[src/rtl/cpu_defs.sv]
// cpu_defs: shared CPU definitions for the pipeline control blocks.
// Holds opcode/funct constants, the NOP encoding, the MDU timer state
// encoding and small instruction-decode helpers used by hazard_unit.
package cpu_defs;

    // Primary opcodes (instr[31:26])
    localparam logic [5:0] OP_RTYPE = 6'h00;
    localparam logic [5:0] OP_BEQ   = 6'h04;
    localparam logic [5:0] OP_BNE   = 6'h05;
    localparam logic [5:0] OP_LB    = 6'h20;
    localparam logic [5:0] OP_LH    = 6'h21;
    localparam logic [5:0] OP_LW    = 6'h23;
    localparam logic [5:0] OP_LBU   = 6'h24;
    localparam logic [5:0] OP_LHU   = 6'h25;
    localparam logic [5:0] OP_SB    = 6'h28;
    localparam logic [5:0] OP_SH    = 6'h29;
    localparam logic [5:0] OP_SW    = 6'h2B;

    // R-type funct codes (instr[5:0])
    localparam logic [5:0] FN_MFHI  = 6'h10;
    localparam logic [5:0] FN_MFLO  = 6'h12;
    localparam logic [5:0] FN_MULT  = 6'h18;
    localparam logic [5:0] FN_MULTU = 6'h19;
    localparam logic [5:0] FN_DIV   = 6'h1A;
    localparam logic [5:0] FN_DIVU  = 6'h1B;

    localparam logic [31:0] NOP = 32'h0000_0000;

    typedef enum logic {
        ST_RUN      = 1'b0,
        ST_MDU_WAIT = 1'b1
    } mdu_state_t;

    function automatic logic is_load(input logic [5:0] op);
        return (op == OP_LB) || (op == OP_LH) || (op == OP_LW) ||
               (op == OP_LBU) || (op == OP_LHU);
    endfunction

    // Opcodes whose rt field is a source operand rather than a destination.
    function automatic logic reads_rt(input logic [5:0] op);
        return (op == OP_RTYPE) || (op == OP_BEQ) || (op == OP_BNE) ||
               (op == OP_SB) || (op == OP_SH) || (op == OP_SW);
    endfunction

    function automatic logic is_mdu_op(input logic [31:0] instr);
        return (instr[31:26] == OP_RTYPE) &&
               ((instr[5:0] == FN_MULT) || (instr[5:0] == FN_MULTU) ||
                (instr[5:0] == FN_DIV)  || (instr[5:0] == FN_DIVU));
    endfunction

    function automatic logic is_mdu_reader(input logic [31:0] instr);
        return ((instr[31:26] == OP_RTYPE) &&
                ((instr[5:0] == FN_MFHI) || (instr[5:0] == FN_MFLO))) ||
               is_mdu_op(instr);
    endfunction

endpackage

[src/rtl/mdu_timer.sv]
// mdu_timer: tracks an in-flight multiply/divide so that HI/LO readers
// can be held in ID until the result is available.
// Ports:
//   clk, rst   - clock, synchronous active-high reset
//   ex_mdu_op  - EX currently holds an MDU op
//   hold       - external freeze; blocks the RUN->MDU_WAIT launch only
//   mdu_busy   - MDU result not yet available
// The counter keeps running during hold because the MDU is independent
// of the pipeline freeze.
module mdu_timer
    import cpu_defs::*;
#(
    parameter int unsigned MDU_CYCLES = 4
) (
    input  logic clk,
    input  logic rst,
    input  logic ex_mdu_op,
    input  logic hold,
    output logic mdu_busy
);

    localparam logic [3:0] CNT_LOAD = 4'(MDU_CYCLES - 1);

    mdu_state_t state;
    logic [3:0] mdu_cnt;

    always_ff @(posedge clk) begin
        if (rst) begin
            state   <= ST_RUN;
            mdu_cnt <= 4'd0;
        end else begin
            case (state)
                ST_RUN: begin
                    // While held, EX is frozen and the op is seen again later.
                    if (ex_mdu_op && !hold) begin
                        state   <= ST_MDU_WAIT;
                        mdu_cnt <= CNT_LOAD;
                    end
                end
                ST_MDU_WAIT: begin
                    if (ex_mdu_op) begin
                        // Back-to-back MDU op: restart the latency window.
                        mdu_cnt <= CNT_LOAD;
                    end else begin
                        mdu_cnt <= mdu_cnt - 4'd1;
                        if (mdu_cnt == 4'd1)
                            state <= ST_RUN;
                    end
                end
                default: begin
                    state   <= ST_RUN;
                    mdu_cnt <= 4'd0;
                end
            endcase
        end
    end

    assign mdu_busy = ex_mdu_op || (mdu_cnt != 4'd0);

endmodule

[src/rtl/hazard_unit.sv]
// hazard_unit: front-end pipeline control. Compares ID against EX and
// drives the PC / IF/ID / ID/EX enables and bubble controls.
// Detects load-use hazards, taken-branch flushes and (optionally)
// multiply/divide result hazards.
// Configuration: define HAZARD_MDU_EN to include MDU hazard detection
// (mdu_timer FSM + counter). Without it MDU hazards are never raised.
// Ports:
//   clk, rst       - clock, synchronous active-high reset
//   ID_INSTR       - instruction in ID
//   EX_INSTR       - instruction in EX
//   BRANCH_TAKEN   - branch in EX resolved taken
//   HOLD           - external freeze request
//   PC_WR, IF_ID_WR, IF_ID_FLUSH, ID_EX_WR, ID_EX_BUBBLE - controls
//   STALL_CYCLES   - saturating count of hazard-stall cycles
module hazard_unit
    import cpu_defs::*;
#(
    parameter int unsigned MDU_CYCLES = 4
) (
    input  logic        clk,
    input  logic        rst,
    input  logic [31:0] ID_INSTR,
    input  logic [31:0] EX_INSTR,
    input  logic        BRANCH_TAKEN,
    input  logic        HOLD,
    output logic        PC_WR,
    output logic        IF_ID_WR,
    output logic        IF_ID_FLUSH,
    output logic        ID_EX_WR,
    output logic        ID_EX_BUBBLE,
    output logic [15:0] STALL_CYCLES
);

    logic [4:0] ex_rt;
    logic       load_use;
    logic       mdu_hazard;
    logic       stall;
    logic       count_stall;

    assign ex_rt = EX_INSTR[20:16];

    assign load_use = is_load(EX_INSTR[31:26]) && (ex_rt != 5'd0) &&
                      ((ex_rt == ID_INSTR[25:21]) ||
                       (reads_rt(ID_INSTR[31:26]) && (ex_rt == ID_INSTR[20:16])));

`ifdef HAZARD_MDU_EN
    logic mdu_busy;

    mdu_timer #(
        .MDU_CYCLES (MDU_CYCLES)
    ) u_mdu_timer (
        .clk       (clk),
        .rst       (rst),
        .ex_mdu_op (is_mdu_op(EX_INSTR)),
        .hold      (HOLD),
        .mdu_busy  (mdu_busy)
    );

    assign mdu_hazard = mdu_busy && is_mdu_reader(ID_INSTR);

    logic unused_bits;
    assign unused_bits = ^{ID_INSTR[15:6], EX_INSTR[15:6]};
`else
    assign mdu_hazard = 1'b0;

    logic unused_bits;
    assign unused_bits = ^{ID_INSTR[15:0], EX_INSTR[15:0], 4'(MDU_CYCLES)};
`endif

    assign stall = load_use || mdu_hazard;

    // Priority: reset > hold > flush > stall > normal.
    always_comb begin
        PC_WR        = 1'b1;
        IF_ID_WR     = 1'b1;
        IF_ID_FLUSH  = 1'b0;
        ID_EX_WR     = 1'b1;
        ID_EX_BUBBLE = 1'b0;
        if (rst || HOLD) begin
            PC_WR    = 1'b0;
            IF_ID_WR = 1'b0;
            ID_EX_WR = 1'b0;
        end else if (BRANCH_TAKEN) begin
            IF_ID_FLUSH  = 1'b1;
            ID_EX_BUBBLE = 1'b1;
        end else if (stall) begin
            PC_WR        = 1'b0;
            IF_ID_WR     = 1'b0;
            ID_EX_BUBBLE = 1'b1;
        end
    end

    assign count_stall = stall && !BRANCH_TAKEN && !HOLD;

    always_ff @(posedge clk) begin
        if (rst)
            STALL_CYCLES <= 16'd0;
        else if (count_stall && (STALL_CYCLES != 16'hFFFF))
            STALL_CYCLES <= STALL_CYCLES + 16'd1;
    end

endmodule

[config.mk]
export PLATFORM = sky130hd
export DESIGN_NAME = hazard_unit
export DESIGN_NICKNAME = d
export VERILOG_FILES = /design/src/rtl/cpu_defs.sv /design/src/rtl/mdu_timer.sv /design/src/rtl/hazard_unit.sv
export SDC_FILE = /design/constraint.sdc
export NUM_CORES = 1
export LEC_CHECK = 0
export CAP_MARGIN = 5
export CORE_UTILIZATION = 41
export CTS_CLUSTER_DIAMETER = 40
export DETAILED_ROUTE_END_ITERATION = 8
export DONT_BUFFER_PORTS = 1
export GPL_TIMING_DRIVEN = 0
export PLACE_DENSITY = 0.59
export SLEW_MARGIN = 20
export SYNTH_ARGS = -nofsm -noshare
export SYNTH_HDL_FRONTEND = slang
export SYNTH_HIERARCHICAL = 1
export SYNTH_SLANG_ARGS = --single-unit
[constraint.sdc]
create_clock -name clk -period 2.55 [get_ports clk]
set_input_delay 0.51 -clock clk [delete_from_list [all_inputs] [get_ports clk]]
set_output_delay 0.51 -clock clk [all_outputs]
set_load 0.02 [all_outputs]
== Yosys cells after proc, flatten, opt, wreduce, memory -nomap -nowiden ==
Index checks and enable logic that the tools add are counted.

* Add/subtract/negate cells: 1
* Eq/ne operators: 13
* Muxes and demuxes: 9
* Reduce and logical (&&, ||, !) cells: 21

{| class="wikitable"
|+ Operator list
! kind !! number
|-
| == test 6 bit, second input constant || 8
|-
| adder 16 x 1 -> 16 bit, second input constant || 1
|-
| != test 16 bit, second input constant || 1
|-
| == test 6 x 3 -> 1 bit, second input constant || 2
|-
| logical OR 1 bit || 11
|-
| == test 5 bit || 2
|-
| 2-to-1 mux 1 bit || 9
|-
| logical AND 1 bit || 6
|-
| zero test 6 bit || 1
|-
| nonzero test 5 bit || 1
|-
| zero test 1 bit || 2
|}

* Register bits: 16

== Depth between registers and ports, before layout ==
Gate-level depths: netlist (run 1).

* Depth after elaboration: 12
* Mapped depth: 8
* Mapped depth without buffers: 7

== Worst setup path before layout (run 1) ==
Ideal clock, no wire load.

* Kind: input to output
* Start point: input port EX_INSTR[17]
* End point: output port PC_WR
* Data arrival time: 2.010 ns
* Slack: 0.030 ns
* Cell stages on the path: 5
* Cell sequence: or4_1 o211ai_1 a21oi_1 a21boi_1 buf_4

* Word-level cells in the longest chain between the ends: 7

{| class="wikitable"
|+ Ends and longest elaborated chain
! item !! line !! text
|-
| start: declaration || hazard_unit.sv:23 || <nowiki>input logic [31:0] EX_INSTR,</nowiki>
|-
| == test 5 bit || hazard_unit.sv:44 || <nowiki>(reads_rt(ID_INSTR[31:26]) && (ex_rt == ID_INSTR[20:16])));</nowiki>
|-
| logical AND 1 bit || hazard_unit.sv:44 ||
|-
| logical OR 1 bit || hazard_unit.sv:43 || <nowiki>((ex_rt == ID_INSTR[25:21]) ||</nowiki>
|-
| logical AND 1 bit * || hazard_unit.sv:42 || <nowiki>assign load_use = is_load(EX_INSTR[31:26]) && (ex_rt != 5'd0) &&</nowiki>
|-
| 2-to-1 mux 1 bit * (3 in a row) || -- ||
|-
| end: declaration || hazard_unit.sv:26 || <nowiki>output logic PC_WR,</nowiki>
|}

Mark *: on every way between the ends. The rest lies on a longest branch, timed or not.

== Worst setup path after layout (run 1) ==
Same ends and word-level chain as after synthesis.

==> results.md, run 1 <==
- Core ar.: 2540 um2
- Fmax: 402 MHz
- Final Max Tran Viols: 0
- Flops & latches, synth: 16
- Port bufs: 0
- DRT met1 WL: 1.11 mm
- Tot GR Track Use: 18.7%
- Final hold viol count: 0
- Final wirelength: 2.57 mm
- Placed Instances: 163
- Commonest non-fill, non-tap cell in the layout: a21oi_1
- Final period util: 97.6%
- # Max-Cap Violations: 0
- Share of layout cells above drive strength 1: 12.5%
- Setup Crit Path Kind: input pin to output port
- Synthesized area: 1130 um2
- Status: finished clean
- Initial antenna violation count: 0
- Worst-path clk slew: 0.09 ns
- Post-synth ARST share: 0%
- Post-CTS setup buffers: 0
- Clock skew: 0.00626 ns
- Max reg flops: 16
- Synth unique cells: 44
- IO Count: 89
- Synth Instances: 133
- Root buf cell: clkbuf_4
- Clk sinks: 16
- CTS tree: yes
- Worst EP arrival: 1.98 ns
- Worst rel slew slack: 59.5%
- DIE HEIGHT: 54.4 um
- # DRC: 0
- Largest regs: STALL_CYCLES x16
- WL met3: 218 um
- Met2 wire length: 1.22 mm
- Register area share after synthesis: 28.4%
- Worst min-delay path class: flip-flop to flip-flop
- Clk_lat worst skew: 0.29 ns
- Vias in the first global route: 935
- DRT iter0 DRCs: 25
- Largest net degree at the start of global routing: 11
- Diodes inserted: 0
- Worst hold margin: 0.567 ns
- Gr ovfl total: 0
- Clock Path Buffers: 2
- Starting density of the core: 44.2%
- Die area: 2960 um2
- DRT Pass-1 Iters: 4
- Number of synthesized flops with an enable pin: 0
- Crit. End Element: output port
- # nets final: 207
- Hold-fix buffers, CTS: 0
- Die X: 54.4 um
- Setup Viol. Count Final: 0
- Reg2Reg Setup Slack: 0.25 ns
- TritonCTS Buffers: 3
- CP Cell Sequence: or4_1 -> o211ai_1 -> a21oi_1 -> a21boi_2 -> buf_4
- Via density: 6.11
- Period minus WS final: 2.49 ns
- Worst EP required: 2.04 ns
- RSZ-0062 raised after global routing: false
- Avg Inst Size Synth: 8.47 um2
- Final non-filler cell total: 166
- WL/cell: 15.5 um
- Worst-path maximum fanout: 3
- Area growth syn-to-layout: 6.67%
- Routed via count: 1014
- Yosys warns: 6
- Largest Register: STALL_CYCLES
- VDD IR max: 201 uV
- Routed Antenna Nets: 0
- Highest metal used: met4
- DPL Wire Length: 1.96 mm
- First-pass GRT wire length: 3.93 mm
- Htree depth: 1
- Crit-path max cell delay: 0.56 ns
- Synth Flop Type: dfxtp_1
- P per Cell Area: 362 nW/um2
- Most frequent cells in the layout: a21oi_1, dfxtp_1, nand3_1
- GPL Wtd Cong: 0.789
- Worst slew pin tran: 0.604 ns
- Startpoint Class: input pin
- Slowest cell on crit path: or4_1
- Syn_nets: 202
- Pleak: 0.000349 uW
- FP Rows: 18
## through the flow
stage | TNS [ns] | total power [uW] | setup slack [ns] | util, % | cell area [um2]
2_1_floorplan | 0 | 297 | 0.0304 | - | 1130
3_3_place_gp | -0.0956 | 301 | -0.0762 | 45.7 | 1160
3_5_place_dp | -0.209 | 302 | -0.108 | 45.7 | 1160
4_1_cts | 0 | 439 | 0.0577 | 46.9 | 1190
5_1_grt | 0 | 449 | 0.00972 | 47.2 | 1200
6_report | 0 | 435 | 0.0608 | 47.2 | 1200
## path summary, 6_finish.rpt
kind                           startpoint                           end  cells past startpoint
max                          EX_INSTR[17]                         PC_WR                      5
min          STALL_CYCLES[1]$_SDFFE_PP0P_  STALL_CYCLES[1]$_SDFFE_PP0P_                      2
max reg2reg  STALL_CYCLES[0]$_SDFFE_PP0P_  STALL_CYCLES[9]$_SDFFE_PP0P_                      8
min reg2reg  STALL_CYCLES[1]$_SDFFE_PP0P_  STALL_CYCLES[1]$_SDFFE_PP0P_                      2
## layout make-up
| class | count | area, um2 |
|---|---|---|
| Buffer | 7 | 40.0 |
| Inverter | 6 | 22.5 |
| Tap cell | 30 | 37.5 |
| Sequential cell | 16 | 323 |
| Fill cell | 262 | 1340 |
| Clock buffer | 3 | 22.5 |
| Multi-Input combinational cell | 104 | 756 |
## worst max-delay path, delay by kind of cell
| kind | cells | cell delay [ns] |
|---|---|---|
| buf+inv | 1 | 0.21 |
| simple gates | 1 | 0.56 |
| compound gates | 3 | 0.70 |
## where the power goes
group / leakage, uW / internal, uW / total (uW) / switching (uW)
Clock: 0.0000138 / 55.0 / 139 / 84.0
Combinational: 0.000205 / 19.7 / 46.3 / 26.6
Sequential: 0.000130 / 250 / 250 / 0.0601
Total: 0.000349 / 324 / 435 / 111
## cell usage after synthesis (3+ instances only)
master	instances	area, um2
nor2b_1	3	18.8
nand4_1	3	18.8
dfxtp_1	16	320
a21oi_1	15	75.1
or3_1	5	31.3
o21ai_1	5	25.0
nand2_1	4	15.0
xor2_1	7	61.3
nand3_1	8	40.0
clkbuf_1	4	15.0
or4_1	7	52.6
xnor2_1	4	35.0
inv_1	6	22.5
o31ai_1	6	45.0
nor2_1	5	18.8
## routing by layer
metal,vias up,track usage (%)
li1,506,-
met1,461,20.8
met2,42,33.3
met3,5,5.83
met4,0,6.41
met5,-,0
## cells by family (layout without fill, tap and decap cells)
kind of cell / after synthesis / count (layout) / synth area share [%]
buffers and inverters: 13 / 16 / 5.44
flip-flops: 16 / 16 / 28.4
AO/OA/AOI/OAI: 40 / 40 / 26.0
multiplexers: 1 / 1 / 1.00
XOR/XNOR: 11 / 11 / 8.56
adder cells (fa/ha/maj): 1 / 1 / 1.11
AND/OR/NAND/NOR: 51 / 51 / 29.4
## repair_timing
item	4_1_cts	5_1_grt
pin swaps	0	0
endpoints found under the setup margin	2	1
resized for setup	3	3
endpoints found under the hold margin	0	0
Power figures use the tool's default switching activity.
==> run 2, diff against run 1 <==
--- a/config.mk
+++ b/config.mk
@@ -11,6 +11,7 @@
 export DETAILED_ROUTE_END_ITERATION = 8
 export DONT_BUFFER_PORTS = 1
 export GPL_TIMING_DRIVEN = 0
+export MAX_ROUTING_LAYER = met4
 export PLACE_DENSITY = 0.59
 export SLEW_MARGIN = 20
 export SYNTH_ARGS = -nofsm -noshare
==> results.md, run 2 (synthesis results as in run 1) <==
- Status: finished clean
- # nets final: 207
- IO Count: 89
- Routed via count: 1014
- CTS tree: yes
- Diodes inserted: 0
- Final setup margin: 0.0608 ns
- Period minus WS final: 2.49 ns
- Core ar.: 2540 um2
- Area growth syn-to-layout: 6.67%
- DRT Pass-1 Iters: 4
- # DRC: 0
- Worst slew pin tran: 0.604 ns
- Worst EP required: 2.04 ns
- Clock skew: 0.00627 ns
- Max reg flops: 16
- Pleak: 0.000349 uW
- Worst EP arrival: 1.98 ns
- Tot GR Track Use: 19.3%
- Final hold viol count: 0
- Final Max Tran Viols: 0
- WL/cell: 15.5 um
- Clock Path Buffers: 2
- P per Cell Area: 362 nW/um2
- Area of all placed cells without fillers: 1200 um2
- Worst rel slew slack: 59.5%
- Root buf cell: clkbuf_4
- Setup Crit Path Kind: input pin to output port
- CP Launch Point: EX_INSTR[17]
- Place WS: -0.108 ns
- # Max-Cap Violations: 0
- Starting density of the core: 44.2%
- Htree depth: 1
- Startpoint Class: input pin
- Gr ovfl total: 0
- DIE HEIGHT: 54.4 um
- Share of layout cells above drive strength 1: 12.5%
- Crit. End Element: output port
- Worst-path clk slew: 0.09 ns
- Clk_lat worst skew: 0.29 ns
- RSZ-0062 raised after global routing: false
- DRT iter0 DRCs: 25
- Clk sinks: 16
- Largest regs: STALL_CYCLES x16
- Worst-path maximum fanout: 3
- Commonest non-fill, non-tap cell in the layout: a21oi_1
- GPL Wtd Cong: 0.801
- Port bufs: 0
- Die area: 2960 um2
- Initial antenna violation count: 0
- Fmax: 402 MHz
- Largest Register: STALL_CYCLES
- Vias in the first global route: 936
- Worst min-delay path startpoint: STALL_CYCLES[1]$_SDFFE_PP0P_
- Most frequent cells in the layout: a21oi_1, dfxtp_1, nand3_1
- Largest net degree at the start of global routing: 11
- Die X: 54.4 um
- Via density: 6.11
- Hold-fix buffers, CTS: 0
- DPL Wire Length: 1.96 mm
- Setup Viol. Count Final: 0
- Final wirelength: 2.57 mm
- Routed Antenna Nets: 0
- FP Rows: 18
- Critical R2R Launch: STALL_CYCLES[0]$_SDFFE_PP0P_
- Final setup TNS: 0 ns
- TritonCTS Buffers: 3
- DP Area: 1160 um2
- Worst min-delay path class: flip-flop to flip-flop
- Final period util: 97.6%
- VDD IR max: 201 uV
- First-pass GRT wire length: 3.95 mm
[run 2: cell counts in the layout (fill, tap and decap cells not counted)]
Identical to the previous run, type by type.
[run 2: repair_timing]
item                                    4_1_cts  5_1_grt
setup buffers                                 0        0
resized for setup                             3        3
endpoints found under the setup margin        2        1
[run 2: area by class of cell]
class	instances	area (um2)
plain buffers	7	40.0
fillers	262	1340
clock buffers	3	22.5
well taps	30	37.5
inverters	6	22.5
flip-flops and latches	16	323
multi-input cells	104	756
[run 2: metrics by stage]
step	util [%]	cells	hold slack, ns	total power [uW]
floorplan	-	133	0.559	297
global placement	45.7	163	0.587	301
detailed placement	45.7	163	0.595	302
CTS	46.9	166	0.608	439
global route	47.2	166	0.614	449
finish	47.2	166	0.567	435
[run 2: routing by layer]
metal / vias up / GRT usage, % / share of wire [%]
met5: - / - / 0
met4: 0 / 6.41 / 1.1
met3: 5 / 5.83 / 8.5
met2: 42 / 33.3 / 47
met1: 461 / 21.0 / 43
li1: 506 / - / -
[run 2: power by group]
group / internal (uW) / leakage (uW) / switching (uW) / total, uW
clock network: 55.0 / 0.0000138 / 83.9 / 139
logic: 19.7 / 0.000205 / 26.6 / 46.3
registers: 250 / 0.000130 / 0.0601 / 250
[run 2: worst paths after layout]
| kind | slack, ns | depth (start not counted) | endpoint |
|---|---|---|---|
| max reg2reg | 0.25 | 8 | STALL_CYCLES[9]$_SDFFE_PP0P_ |
| min reg2reg | 0.57 | 2 | STALL_CYCLES[1]$_SDFFE_PP0P_ |
| min | 0.57 | 2 | STALL_CYCLES[1]$_SDFFE_PP0P_ |
| max | 0.06 | 5 | PC_WR |
[run 2: critical path: stages]
cell	delay, ns
or4_1	0.56
o211ai_1	0.27
a21oi_1	0.12
a21boi_2	0.31
buf_4	0.21
